[config.mk]
export PLATFORM = sky130hd
export DESIGN_NAME = bus_arbiter
export DESIGN_NICKNAME = d
export VERILOG_FILES = /design/src/rtl/bus_arb_pkg.sv /design/src/rtl/bus_arbiter_rr_picker.sv /design/src/rtl/bus_arbiter.sv
export SDC_FILE = /design/constraint.sdc
export NUM_CORES = 1
export LEC_CHECK = 0
export CAP_MARGIN = 5
export CORE_AREA = 2 2 39 41
export CTS_CLUSTER_DIAMETER = 120
export DETAILED_ROUTE_END_ITERATION = 10
export DIE_AREA = 0 0 41 43
export PLACE_DENSITY = 0.72
export SETUP_SLACK_MARGIN = 0.4
export SLEW_MARGIN = 20
export SYNTH_ARGS = -nofsm -noshare
export SYNTH_HDL_FRONTEND = slang
export SYNTH_SLANG_ARGS = --single-unit
[constraint.sdc]
create_clock -name clk -period 3.75 [get_ports clk]
set_clock_uncertainty 0.1 [all_clocks]
set_input_delay 0.5625 -clock clk [delete_from_list [all_inputs] [get_ports clk]]
set_output_delay 0.5625 -clock clk [all_outputs]
set_load 0.01 [all_outputs]
[src/rtl/bus_arb_pkg.sv]
// Shared types and constants for the tri-state bus arbiter and its round-robin picker.
package bus_arb_pkg;

    typedef enum logic [1:0] {
        ST_IDLE       = 2'd0,
        ST_GRANT      = 2'd1,
        ST_TURNAROUND = 2'd2
    } arb_state_t;

    localparam int DEF_NUM_REQ     = 4;
    localparam int DEF_TURN_CYCLES = 1;
    localparam int DEF_MAX_HOLD    = 16;
    localparam int ID_W            = $clog2(DEF_NUM_REQ);

    // Index width for n items, never narrower than one bit.
    function automatic int width_for(input int n);
        return (n < 2) ? 1 : $clog2(n);
    endfunction

endpackage

[src/rtl/bus_arbiter_rr_picker.sv]
// Combinational round-robin picker: first set req bit searching upward from pointer+1, with wrap.
module rr_picker #(
    parameter int NUM_REQ = 4,
    parameter int ID_W    = 2
) (
    input  logic [NUM_REQ-1:0] req,
    input  logic [ID_W-1:0]    pointer,
    output logic [ID_W-1:0]    winner,
    output logic               any_req
);

    logic [ID_W-1:0]    cand_idx [NUM_REQ];
    logic [NUM_REQ-1:0] cand_req;

    // Candidate gi is the requester gi+1 places after the pointer.
    genvar gi;
    generate
        for (gi = 0; gi < NUM_REQ; gi++) begin : g_cand
            localparam int OFF = gi + 1;
            assign cand_idx[gi] = ID_W'((int'(pointer) + OFF) % NUM_REQ);
            assign cand_req[gi] = req[cand_idx[gi]];
        end
    endgenerate

    assign any_req = |req;

    always_comb begin
        winner = '0;
        for (int i = NUM_REQ - 1; i >= 0; i--) begin
            if (cand_req[i]) begin
                winner = cand_idx[i];
            end
        end
    end

endmodule

[src/rtl/bus_arbiter.sv]
// Round-robin owner sequencer for the shared tri-state data bus with dead cycles between owners.
// Optional forced revocation of long grants is enabled by defining BUS_ARB_TIMEOUT_EN.
module bus_arbiter
    import bus_arb_pkg::*;
#(
    parameter int NUM_REQ     = DEF_NUM_REQ,
    parameter int TURN_CYCLES = DEF_TURN_CYCLES
`ifdef BUS_ARB_TIMEOUT_EN
    ,
    parameter int MAX_HOLD    = DEF_MAX_HOLD
`endif
) (
    input  logic                       clk,
    input  logic                       reset_to_constant_val,
    input  logic [NUM_REQ-1:0]         req,
    output logic [NUM_REQ-1:0]         bus_en,
    output logic                       grant_valid,
    output logic [$clog2(NUM_REQ)-1:0] grant_id,
    output logic                       bus_busy,
    output logic                       timeout
);

    localparam int IDW    = width_for(NUM_REQ);
    localparam int TURN_W = width_for(TURN_CYCLES);

    arb_state_t         state_reg, state_next;
    logic [IDW-1:0]     pointer_reg, pointer_next;
    logic [IDW-1:0]     grant_id_reg, grant_id_next;
    logic [NUM_REQ-1:0] bus_en_reg, bus_en_next;
    logic [TURN_W-1:0]  turn_cnt_reg, turn_cnt_next;
    logic [IDW-1:0]     winner;
    logic [NUM_REQ-1:0] winner_onehot;
    logic               any_req;
    logic               owner_req;
    logic               revoke;

    rr_picker #(
        .NUM_REQ (NUM_REQ),
        .ID_W    (IDW)
    ) u_picker (
        .req     (req),
        .pointer (pointer_reg),
        .winner  (winner),
        .any_req (any_req)
    );

    genvar gi;
    generate
        for (gi = 0; gi < NUM_REQ; gi++) begin : g_onehot
            assign winner_onehot[gi] = (winner == IDW'(gi));
        end
    endgenerate

    assign owner_req = req[grant_id_reg];

`ifdef BUS_ARB_TIMEOUT_EN
    localparam int HOLD_W = $clog2(MAX_HOLD + 1);

    logic [HOLD_W-1:0] hold_cnt_reg, hold_cnt_next;
    logic              timeout_reg;

    // Revoke only when the owner has used its full allowance and someone else is waiting.
    assign revoke = (hold_cnt_reg == HOLD_W'(MAX_HOLD)) && (|(req & ~bus_en_reg));

    always_comb begin
        hold_cnt_next = '0;
        if (state_next == ST_GRANT) begin
            if (state_reg != ST_GRANT) begin
                hold_cnt_next = HOLD_W'(1);
            end else if (hold_cnt_reg != HOLD_W'(MAX_HOLD)) begin
                hold_cnt_next = hold_cnt_reg + HOLD_W'(1);
            end else begin
                hold_cnt_next = hold_cnt_reg;
            end
        end
    end

    always_ff @(posedge clk or posedge reset_to_constant_val) begin
        if (reset_to_constant_val) begin
            hold_cnt_reg <= '0;
            timeout_reg  <= 1'b0;
        end else begin
            hold_cnt_reg <= hold_cnt_next;
            timeout_reg  <= (state_reg == ST_GRANT) && owner_req && revoke;
        end
    end

    assign timeout = timeout_reg;
`else
    assign revoke  = 1'b0;
    assign timeout = 1'b0;
`endif

    always_comb begin
        state_next    = state_reg;
        pointer_next  = pointer_reg;
        grant_id_next = grant_id_reg;
        bus_en_next   = bus_en_reg;
        turn_cnt_next = turn_cnt_reg;
        unique case (state_reg)
            ST_IDLE: begin
                if (any_req) begin
                    state_next    = ST_GRANT;
                    pointer_next  = winner;
                    grant_id_next = winner;
                    bus_en_next   = winner_onehot;
                end
            end
            ST_GRANT: begin
                if (!owner_req || revoke) begin
                    state_next    = ST_TURNAROUND;
                    grant_id_next = '0;
                    bus_en_next   = '0;
                    turn_cnt_next = TURN_W'(TURN_CYCLES - 1);
                end
            end
            ST_TURNAROUND: begin
                if (turn_cnt_reg == '0) begin
                    state_next = ST_IDLE;
                end else begin
                    turn_cnt_next = turn_cnt_reg - TURN_W'(1);
                end
            end
            default: begin
                state_next    = ST_IDLE;
                grant_id_next = '0;
                bus_en_next   = '0;
            end
        endcase
    end

    // Asynchronous reset so the drivers release the bus without waiting for a clock.
    always_ff @(posedge clk or posedge reset_to_constant_val) begin
        if (reset_to_constant_val) begin
            state_reg    <= ST_IDLE;
            pointer_reg  <= IDW'(NUM_REQ - 1);
            grant_id_reg <= '0;
            bus_en_reg   <= '0;
            turn_cnt_reg <= '0;
        end else begin
            state_reg    <= state_next;
            pointer_reg  <= pointer_next;
            grant_id_reg <= grant_id_next;
            bus_en_reg   <= bus_en_next;
            turn_cnt_reg <= turn_cnt_next;
        end
    end

    assign bus_en      = bus_en_reg;
    assign grant_id    = grant_id_reg;
    assign grant_valid = |bus_en_reg;
    assign bus_busy    = (state_reg != ST_IDLE);

endmodule

# Word-level counts from Yosys, hierarchy flattened
# Index checks and enable logic that the tools add are counted.
# op_classes
addsub,5
n_lt_le_gt_ge,5
n_eq_ne,8
mux,27
bitwise_logic,1
n_reduce_logical,10
# ops
op,n
2-bit 2-to-1 mux,9
2-bit by 3-bit < comparator with 1-bit output (second input constant),5
2-bit case mux with 3 select lines,2
4-bit case mux with 3 select lines,1
1-bit binary-select mux with 2-bit select,5
4-bit 2-to-1 mux,2
4-bit OR reduction,2
1-bit 2-to-1 mux,7
2-bit equality test (second input constant),3
2-bit != test (second input constant),3
3-bit AND reduction,2
2-bit by 1-bit adder with 2-bit output (second input constant),2
2-bit adder (second input constant),2
2-bit by 1-bit equality test with 1-bit output (second input constant),2
2-bit zero test,2
2-bit AND reduction,2
2-bit nonzero test,2
1-bit case mux with 2 select lines,1
1-bit inverter,1
1-bit subtractor (second input constant),1
# totals
regBits,11
output_inout_bits,9
elab_cells,61

# Depth between registers and ports, before layout
# logic_depth
ltp_word,10
ltp_mapped,5
depth_no_buf,4

# Cells and area by module
# From an unflattened synthesis, not the netlist that was laid out.
# unflattened
hier_cells,65
hier_area_um2,626.9
# modules_own_cells
module,n_inst,cells_per_inst,area_each_um2,seq_area_each_um2
bus_arbiter,1,51,535.5,252.7
rr_picker,1,14,91.3,0.0

# Least setup slack after synthesis
# No wires, ideal clock.
# synth_timing
kind,register -> output
from,"reg bus_en_reg[1], in the netlist bus_en[1]"
to,out grant_valid
arrival_ns,0.980
required_time_ns,3.087
slack_ns,2.107
path_stages_with_launch,2
n_path_buf,0
cell_sequence,dfrtp_1 > or4_1
# synth_between
elab_chain_len,1
# synth_rtl
element,line,source
from (decl),bus_arbiter.sv:29,"logic [NUM_REQ-1:0] bus_en_reg, bus_en_next;"
from (signal assigned),bus_arbiter.sv:144,bus_en_reg <= bus_en_next;
4-bit OR reduction,bus_arbiter.sv:151,assign grant_valid = |bus_en_reg;
to (decl),bus_arbiter.sv:17,"output logic grant_valid,"
# No other way between the ends.

# Worst setup path in the final report
# Same ends and word-level chain as after synthesis.

==> run_results.csv <==
group,metric,value,unit
worst_setup_path,startpoint_type,"flip-flop",
worst_setup_path,worstSetupPathType,"reg2out",
worst_setup_path,required,3.09,ns
worst_setup_path,cp_num_buf_inv,1,
detailed_routing,vias,457,
detailed_routing,route.antenna.remaining_nets,0,
clock_tree,clkSlewWorstSetupHoldPaths,0.07,ns
die,die_y,43,um
die,rows,14,
sta,fmax,0.429,GHz
detailed_routing,wl,1160,um
synth,syn_area,568,um2
clock_tree,cts_hold_buf,0,
grt,grtUsageTotal,15.4,%
final_layout,largest_register_ffs,4,
synth,avgSynthCellArea,10.3,um2
sta,layout_min_cycle_time,2.33,ns
placed_design,io_buffer_count,13,
detailed_routing,wl_per_cell,13.5,um
synth,synth_cell_types,32,
sta,slew_viol_final,0,
power_and_ir_drop,finalPower,649,uW
grt,first_global_vias,440,
final_layout,area_growth,29.5,%
worst_setup_path,worstPathArrival,1.67,ns
sta,finalSetupViolCount,0,
grt,grt-ovfl-total,0,
clock_tree,insertion_delay,0.26,ns
final_layout,fin_util,53.2,%
worst_setup_path,cp_slowest_cell,"or4_1",
synth,yosysWarnings,0,
die,start_util,41.0,%
clock_tree,clockRootBuffer,"clkbuf_4",
final_layout,nets,77,
grt,grt_pass1_wl,1770,um
placed_design,pre_cts_slack,1.43,ns
die,die_w,41,um
clock_tree,cts_made_buffers,3,
final_layout,antenna_cells,0,
sta,rsz0062_at_grt,"false",
worst_setup_path,worstPathMaxFanout,3,
clock_tree,clkSinkCount,10,
placed_design,placedInstanceArea,699,um2
worst_setup_path,cp.depth,2,
min_path,hold_path_class,"reg2reg",
final_layout,drive_above_1_share,18.6,%
synth,ys_ff_latch,10,
sta,finalSetupTns,0,ns
clock_tree,cts_resized,0,
clock_tree,htree_levels,1,
clock_tree,cts_tree,"yes",
flow_run,maxCapViolations,0,
clock_tree,clockBufferDepth,2,
worst_setup_path,crit_chain,"or4_1 -> clkdlybuf4s50_1",
die,die_area,1760,um2
grt,grt_antenna_before_repair,0,
placed_design,dp_hpwl,880,um
sta,fin_crit_sh,62.2,%
worst_setup_path,reg2reg_depth,4,
power_and_ir_drop,leakagePower,0.328,nW
detailed_routing,first_iter_violations,12,
die,pin_count,15,
synth,synth_fp_nets,61,
sta,setup_ws,1.42,ns
power_and_ir_drop,peakVddDrop,0.000391,V
min_path,holdPathStages,2,
synth,ys_seq_area_share,44.5,%
detailed_routing,post_drt_via_cell_ratio,5.31,
worst_setup_path,critical-path-max-stage-delay,0.51,ns
detailed_routing,drt_pre_antenna_iters,4,
worst_setup_path,end_kind,"primary output",
final_layout,final_area,736,um2
placed_design,place.gp.congestion,0.705,
die,core,1380,um2
clock_tree,cts_setup_buffers,0,
grt,grt_max_degree,14,
worst_setup_path,cp_top_family,"simple AND/OR/NAND/NOR gates",
detailed_routing,drc,0,
power_and_ir_drop,power.density,882,nW/um2
synth,synth_cells,55,
outcome,outcome,"finished clean",
sta,hold_viol,0,
## routing by layer
layer | vias up | GRT usage, % | part of all wire, %
met1 | 209 | 19.7 | 46
met2 | 13 | 22.5 | 48
met4 | 0 | 12.0 | 2.6
met3 | 4 | 1.57 | 3.8
met5 | - | 0 | 0
li1 | 231 | - | -
## area by class of cell
cell class                 instances  area, um2
fill                             116        648
multi-input combinational         42        293
sequential                        10        253
timing repair buffer              13        130
clock buffer                       4       36.3
tap                               16       20.0
inverter                           1       3.75
## stage by stage
stage	hold WS [ns]	instances
2_1_floorplan	0.301	55
3_3_place_gp	0.368	82
3_5_place_dp	0.365	82
4_1_cts	0.375	86
5_1_grt	0.400	86
6_report	0.369	86
## worst reg2reg max path: cells and delay by family (launching register included)
kind	cells	cell delay [ns]
DFF	1	0.53
AOI/OAI and AO/OA	2	0.32
and+or+nand+nor	2	0.54
## report_power, final
group          internal (mW)  total (mW)  leakage [nW]  switching [mW]
Clock                 0.0589      0.0961        0.0210          0.0372
Sequential             0.166       0.211         0.124          0.0447
Combinational          0.188       0.342         0.183           0.154
## final timing paths
| path | start | end | slack [ns] |
|---|---|---|---|
| max | bus_en[1] | grant_valid | 1.42 |
| min reg2reg | pointer_reg[0] | pointer_reg[0] | 0.37 |
| max reg2reg | pointer_reg[0] | bus_en[3] | 2.16 |
| min | pointer_reg[0] | pointer_reg[0] | 0.37 |
| max in group asynchronous | reset_to_constant_val | pointer_reg[0] | 2.78 |
| min in group asynchronous | reset_to_constant_val | bus_en[1] | 0.46 |
## cell usage after synthesis
master    instances  area share, %
a32o_2            2            4.0
and3b_2           1            1.8
nor3_1            2            1.8
nand2_1           4            2.6
mux2_4            1            2.6
inv_1             1           0.66
dfstp_2           2            9.3
a21oi_1           2            1.8
conb_1            1           0.66
o22ai_1           1            1.1
nor2_1            3            2.0
o21ai_1           1           0.88
buf_6             1            2.0
o211ai_1          2            2.6
o21ai_0           1           0.88
or4_1             1            1.3
or2_4             1            1.5
or2b_1            2            2.6
a21boi_1          1            1.3
o21ai_2           1            1.5
or3_1             1            1.1
a32o_1            2            3.5
nor2_2            1            1.1
a21o_1            2            2.6
mux2_1            1            2.0
o22a_1            1            1.5
mux2i_1           1            1.8
nor2b_1           1            1.1
o21bai_1          1            1.3
buf_4             1            1.3
dfrtp_1           8             35
nand2b_1          4            4.4
## kinds of logic (layout without fill, tap and decap cells)
| family | count (synthesis) | in the layout | synth area share (%) |
|---|---|---|---|
| buffers and inverters | 3 | 18 | 3.96 |
| and+or+nand+nor | 21 | 21 | 21.4 |
| DFF | 10 | 10 | 44.5 |
| muxes | 3 | 3 | 6.39 |
| AOI/OAI and AO/OA | 17 | 17 | 23.1 |
| other | 1 | 1 | 0.660 |
## cells in the final DEF (no fill, tap or decap), drive strengths merged, types with 3 or more instances in the layout
master         instances
clkdlybuf4s50         13
dfrtp                  8
nand2                  4
nand2b                 4
nor2                   4
clkbuf                 4
a32o                   4
o21ai                  3
No activity file was read; power rests on OpenSTA's default activity.
